[config.mk]
export PLATFORM = sky130hd
export DESIGN_NAME = serial_sub_8
export DESIGN_NICKNAME = d
export VERILOG_FILES = /design/src/rtl/serial_sub_8.sv
export SDC_FILE = /design/constraint.sdc
export NUM_CORES = 1
export LEC_CHECK = 0
export ABC_AREA = 1
export BUFFER_PORTS_ARGS = -buffer_cell sky130_fd_sc_hd__buf_4
export CAP_MARGIN = 20
export CORE_MARGIN = 2
export CORE_UTILIZATION = 44
export CTS_BUF_LIST = sky130_fd_sc_hd__clkbuf_16
export DETAILED_ROUTE_END_ITERATION = 8
export MAX_ROUTING_LAYER = met4
export PLACE_DENSITY = 0.67
export REMOVE_ABC_BUFFERS = 1
export SLEW_MARGIN = 20
export SYNTH_ARGS = -nofsm -noshare
export SYNTH_HDL_FRONTEND = slang
export SYNTH_SLANG_ARGS = --single-unit
export TNS_END_PERCENT = 100
[constraint.sdc]
create_clock -name clk -period 3.2 [get_ports clk]
set_input_delay 0.16 -clock clk [delete_from_list [all_inputs] [get_ports clk]]
set_output_delay 0.16 -clock clk [all_outputs]
set_load 0.01 [all_outputs]
[src/rtl/serial_sub_8.sv]
// Bit-serial 8-bit subtractor: a - b computed STEP bits per cycle with a
// valid/ready handshake on both sides. Reports unsigned borrow and signed overflow.
module serial_sub_8 #(
  parameter int unsigned STEP = 2
) (
  input  logic       clk,
  input  logic       rst_n,
  input  logic       in_valid,
  output logic       in_ready,
  input  logic [7:0] a,
  input  logic [7:0] b,
  output logic       out_valid,
  input  logic       out_ready,
  output logic [7:0] diff,
  output logic       borrow,
  output logic       ovf
);

  localparam int unsigned W      = 8;
  localparam int unsigned IW     = $clog2(W);
  localparam int unsigned SAFE_S = (STEP == 0) ? 1 : STEP;
  localparam int unsigned NCHUNK = W / SAFE_S;
  localparam int unsigned CW     = (NCHUNK > 1) ? $clog2(NCHUNK) : 1;
  localparam logic [CW-1:0] LAST = CW'(NCHUNK - 1);

  // Only chunk widths that tile the word exactly are meaningful.
  generate
    if (STEP == 0 || STEP > W || (W % SAFE_S) != 0) begin : g_bad_step
      $error("serial_sub_8: STEP must be 1, 2, 4 or 8");
    end
  endgenerate

  typedef enum logic [1:0] {
    IDLE = 2'd0,
    BUSY = 2'd1,
    DONE = 2'd2
  } state_t;

  state_t           state;
  state_t           state_nx;
  logic [W-1:0]     a_q;
  logic [W-1:0]     b_q;
  logic [CW-1:0]    cnt;
  logic             carry;
  logic [IW-1:0]    base;
  logic [STEP-1:0]  a_chunk;
  logic [STEP-1:0]  b_chunk;
  logic [STEP:0]    sum;
  logic [W-1:0]     diff_nx;
  logic             last;

  assign in_ready  = (state == IDLE);
  assign out_valid = (state == DONE);

  // One chunk of the ripple: a + ~b + carry, spliced into the running diff.
  always_comb begin
    base     = IW'(32'(cnt) * STEP);
    a_chunk  = a_q[base +: STEP];
    b_chunk  = b_q[base +: STEP];
    sum      = {1'b0, a_chunk} + {1'b0, ~b_chunk} + (STEP+1)'(carry);
    diff_nx  = diff;
    diff_nx[base +: STEP] = sum[STEP-1:0];
    last     = (cnt == LAST);
  end

  always_ff @(posedge clk or negedge rst_n) begin
    if (!rst_n) state <= IDLE;
    else        state <= state_nx;
  end

  always_comb begin
    state_nx = state;
    case (state)
      IDLE:    if (in_valid)  state_nx = BUSY;
      BUSY:    if (last)      state_nx = DONE;
      DONE:    if (out_ready) state_nx = IDLE;
      default:                state_nx = IDLE;
    endcase
  end

  // Operand capture, per-chunk update and final flag computation.
  always_ff @(posedge clk or negedge rst_n) begin
    if (!rst_n) begin
      a_q    <= '0;
      b_q    <= '0;
      cnt    <= '0;
      carry  <= 1'b1;
      diff   <= '0;
      borrow <= 1'b0;
      ovf    <= 1'b0;
    end else begin
      case (state)
        IDLE: begin
          if (in_valid) begin
            a_q   <= a;
            b_q   <= b;
            cnt   <= '0;
            carry <= 1'b1;
          end
        end
        BUSY: begin
          diff  <= diff_nx;
          carry <= sum[STEP];
          cnt   <= cnt + CW'(1);
          if (last) begin
            borrow <= ~sum[STEP];
            ovf    <= (a_q[W-1] != b_q[W-1]) && (diff_nx[W-1] != a_q[W-1]);
          end
        end
        default: ;
      endcase
    end
  end

endmodule

; Word-level counts from Yosys, hierarchy flattened
; Cells that the tools add are included.
[word_totals]
ff_bits = 31
latchBits = 0
mem_bits_rw = 0
mem_bits_ro = 0
input_bits = 20
output_inout_bits = 12
wordCells = 42
mem_count = 0
[classes]
n_addsub = 4
mul = 0
div = 0
n_lt_le_gt_ge = 0
n_eq_ne = 8
shifts = 4
n_mux = 9
n_bitwise = 2
reduce_logical = 7
[ops]
columns = cell, count
row1 = 8-bit by 4-bit indexed part select with 2-bit output, 2
row2 = 8-bit bitwise mux, 1
row3 = 2-bit 2-to-1 mux, 4
row4 = "2-bit by 5-bit variable shift with 8-bit output, first input constant", 1
row5 = 2-bit by 5-bit indexed part select with 8-bit output, 1
row6 = 2-bit case mux with 3 select lines, 1
row7 = 2-bit AND reduction, 3
row8 = 3-bit negation with 5-bit output, 1
row9 = "2-bit == test, second input constant", 2
row10 = "2-bit != test, second input constant", 2
row11 = 2-bit case mux with 2 select lines, 1
row12 = 2-bit by 2-bit adder with 3-bit output, 1
row13 = 3-bit by 1-bit adder with 3-bit output, 1
row14 = 3-bit AND reduction, 1
row15 = "2-bit by 1-bit adder with 2-bit output, second input constant", 1
row16 = "2-bit by 1-bit == test with 1-bit output, second input constant", 1
row17 = 2-bit logical NOT, 1
row18 = 1-bit != test, 2
row19 = "2-bit by 1-bit != test with 1-bit output, second input constant", 1
row20 = 2-bit inverter, 1
row21 = 1-bit case mux with 2 select lines, 1
row22 = 2-bit nonzero test, 1
row23 = 1-bit logical AND, 1
row24 = 1-bit 2-to-1 mux, 1
row25 = 1-bit inverter, 1

; Depth between registers and ports, before layout
[logic_depth]
word_depth = 8
mapped_depth = 14

; Worst setup path before layout
; OpenSTA, ideal clock, no wires.
[synth_path]
path_kind = reg2reg
start = register cnt[0]
end = register ovf
setup_ns = 0.116
arrival_ns = 2.228
required_ns = 3.084
path_slack_ns = 0.855
stages_incl_launch_ff = 14
n_path_buf = 1
period_less_slack_ns = 2.345
cell_sequence = dfrtp_1 > inv_1 > buf_2 > nand2_1 > a32o_1 > fa_1 > inv_1 > fa_1 > nand3_1 > o21bai_1 > nand2_1 > nand2_1 > nand2_1 > nand2_1
[synth_between]
elab_chain_cells = 8
elab_cells_between_ends = 13
cone_classes = add/sub (3) / eq/ne (2) / shift (4) / mux (1) / bitwise (1) / reduce/logical (2)
[synth_rtl]
columns = element, line_no
row1 = from (decl), 43  ; logic [CW-1:0] cnt;
row2 = from (signal assigned), 104  ; cnt <= cnt + CW'(1);
row3 = 8-bit by 4-bit indexed part select with 2-bit output, 59  ; b_chunk = b_q[base +: STEP];
row4 = 2-bit inverter, 60  ; sum = {1'b0, a_chunk} + {1'b0, ~b_chunk} + (STEP+1)'(carry);
row5 = 2-bit by 2-bit adder with 3-bit output, 60
row6 = 3-bit by 1-bit adder with 3-bit output, 60
row7 = 2-bit by 5-bit indexed part select with 8-bit output, 62  ; diff_nx[base +: STEP] = sum[STEP-1:0];
row8 = 8-bit bitwise mux, 62
row9 = 1-bit != test, 107  ; ovf <= (a_q[W-1] != b_q[W-1]) && (diff_nx[W-1] != a_q[W-1]);
row10 = 1-bit logical AND, 107
row11 = to (signal assigned), 107
row12 = to (decl), 16  ; output logic ovf
; Parallel ways exist; a longest one is shown, timed or not.
; A chain may end at the register's enable or synchronous reset.

; Worst setup path in the final report
; Ends and elaborated chain as after synthesis.

==> reports/results.tsv <==
metric	value	unit
Skew-Pair Late Insertion Delay	0.27	ns
initial antenna violation count	0	
crit path DAT	2.96	ns
vias in the first global route	1172	
Worst VDD drop	459.7	uV
top post-synthesis cells by area	dfrtp_1 47%, mux2_4 13%, o21ai_0 6.6%, nand2_1 5.0%, ha_1 4.7%	
sequential fraction of the synthesis area	48.90	%
max_cap viols	0	
largest net degree at the start of global routing	32	
final-report hold violation count	0	
fin. max-slew vios	0	
grt total ovfl	0	
Max-slew headroom	63.29	%
Max Freq	356.9	MHz
Rows	21	
total CTS buffers	5	
M2 GR Usage	27.86	%
placed cell area	1842	um2
WP buf/inv	2	
GR Util All Layers	17.85	%
Initial Util	46.88	%
Fill cells	281	
post-DP HPWL	2310	um
die area	4108	um2
post-synth top area cell	dfrtp_1	
Synth Area per Inst	10.12	um2
critical path, cell by cell	inv_1 > nand2_1 > a32o_1 > fa_1 > inv_1 > fa_1 > nand3_1 > o21bai_1 > nand2_1 > nand2_1 > nand2_1 > nand2_1	
worst hold slack	0.06985	ns
number of DRC markers in iteration 0	52	
Port Buf Inserts	31	
met3 usage	4.401	%
residual DRC count	0	
Setup violations, final	0	
Layout area overhead	25.12	%
H-tree depth	2	
wire length per cell	13.21	um
critical path's largest stage delay	0.54	ns
CTS Buffer Depth	2	
n_diodes	0	
RSZ-0062 raised after global routing	no	
startpoint types	flip-flop	
CP Class	flip-flop to flip-flop	
clock sinks	31	
core area	3390	um2
Pre-antenna DRT Iters	4	
Mapped Area	1589	um2
clock-pin slew on the worst setup and hold paths	0.05	ns
Antenna Violating Nets Remaining	0	
worst endpoint required time	3.36	ns
clock root buffer	clkbuf_16	
CTS tree	built	
Setup TNS	0	ns
library cells used by synthesis	22	
Crit-path slowest cell	dfrtp_1	
Cells after Synth	157	
Leakage	1.030	nW
worst-margin pin slew	0.5487	ns
Worst setup EP type	flip-flop	
yosys warns	0	
share of layout cells above drive strength 1	27.60	%
Die H	64.10	um
DRT Wirelength	3145	um
GR peak layer	met2	
period utilization	87.55	%
CP max FO	16	
design area	1988	um2
Seq cells post-synth	31	
crit-path most repeated cell	nand2_1	
Crit path max-delay family	adder cells	
clk_skew	0.002957	ns
Hold/Removal Path Class	input pin to flip-flop	
minimum clock period	2.802	ns
status	complete, no violations	
Synth top area share	47.24	%
PD cells	1093	nW/um2
final net count	219	
Top Ports	32	
first-pass GRT wire length	5382	um
cts repair resizes	0	
grt met1 use	21.01	%
Via density	5.046	
die width	64.10	um
GPL Wtd Cong	0.8533	
DR vias	1201	
power consumption	0.002174	W
-- report_power, final --
part	switching [W]	internal (W)
combinational	0.000559	0.000473
sequential	0.000137	0.000576
clock	0.000152	0.000279
total	0.000847	0.00133
-- what timing repair did --
| action | 4_1_cts | 5_1_grt |
|---|---|---|
| hold buffers | 1 | 0 |
| setup buffers | 0 | 0 |
| endpoints found under the hold margin | 30 | 0 |
| endpoints found under the setup margin | 0 | 0 |
-- kinds of logic after synthesis --
| logic type | count (synthesis) | synth area share, % |
|---|---|---|
| flops | 31 | 48.90 |
| simple gates | 49 | 12.91 |
| fa+ha+maj | 8 | 7.244 |
| compound gates | 32 | 11.10 |
| mux | 14 | 13.23 |
| buf+inv | 23 | 6.613 |
-- through the flow --
step           utilization, %  cells  setup WS, ns
2_1_floorplan               -    152        0.7512
3_3_place_gp            54.34    229        0.5890
3_5_place_dp            54.34    229        0.4728
4_1_cts                 58.66    238        0.4574
5_1_grt                 58.66    238        0.2553
6_report                58.66    238        0.3984
-- path summary, 6_finish.rpt --
| kind | startpoint | to | slack (ns) | cells past startpoint |
|---|---|---|---|---|
| min in group asynchronous | rst_n | diff[0] | 0.36 | 2 |
| min | out_ready | state[1] | 0.07 | 2 |
| max | cnt[0] | ovf | 0.40 | 12 |
| min reg2reg | ovf | ovf | 0.49 | 2 |
| max reg2reg | cnt[0] | ovf | 0.40 | 12 |
| max in group asynchronous | rst_n | carry | 2.52 | 2 |
-- worst reg2reg max path: cells and delay by family (launching register included) --
kind                       cells  cell delay, ns
and+or+nand+nor                6            0.46
adders and majority gates      2            0.82
DFF                            1            0.54
AOI/OAI and AO/OA              2            0.37
buffers and inverters          2            0.49
-- cells in the mapped netlist (all sizes together) --
cell,count
o31ai,2
dfstp,1
dfrtp,30
mux2,14
o21bai,1
nor2,18
nand3b,1
fa,2
ha,6
nand2,22
nand4,2
o21ai,21
nand3,5
inv,18
a21oi,4
buf,5
nor3,1
o22ai,3
a32o,1
-- cell usage in the layout, fill, tap and decap left out --
cell and instances:
a21oi_1 4, a32o_1 1, buf_4 31, clkbuf_16 5, clkinv_1 2, dfrtp_1 30, dfstp_2 1, dlygate4sd3_1 1
fa_1 2, ha_1 6, inv_1 19, mux2_4 14, nand2_1 21, nand2_2 1, nand3_1 5, nand3b_1 1
nand4_1 2, nor2_1 17, nor2_2 1, nor3_1 1, o21ai_0 21, o21bai_1 1, o22ai_1 3, o31ai_1 2
-- state kept, by name, summed over array words and instances, names as in the netlist --
name / cells
borrow: 1
a_q: 8
carry: 1
cnt: 2
state: 2
b_q: 8
ovf: 1
diff: 8
-- metal layers --
metal	wire (um)	share of wire [%]
met5	0	0
met4	79	2.5
met3	160	5.1
met2	1512	48
met1	1393	44
-- layout make-up --
type                            instances  area, um2  share of cell area (%)
Inverter                               18      67.56                   3.398
Sequential cell                        31      777.0                   39.08
Clock buffer                            5      125.1                   6.293
Clock inverter                          3      11.26                  0.5664
Multi-Input combinational cell        103      706.9                   35.56
Timing Repair Buffer                   32      242.7                   12.21
Tap cell                               46      57.56                   2.895
Note: power is estimated with default switching activity, not from simulation.
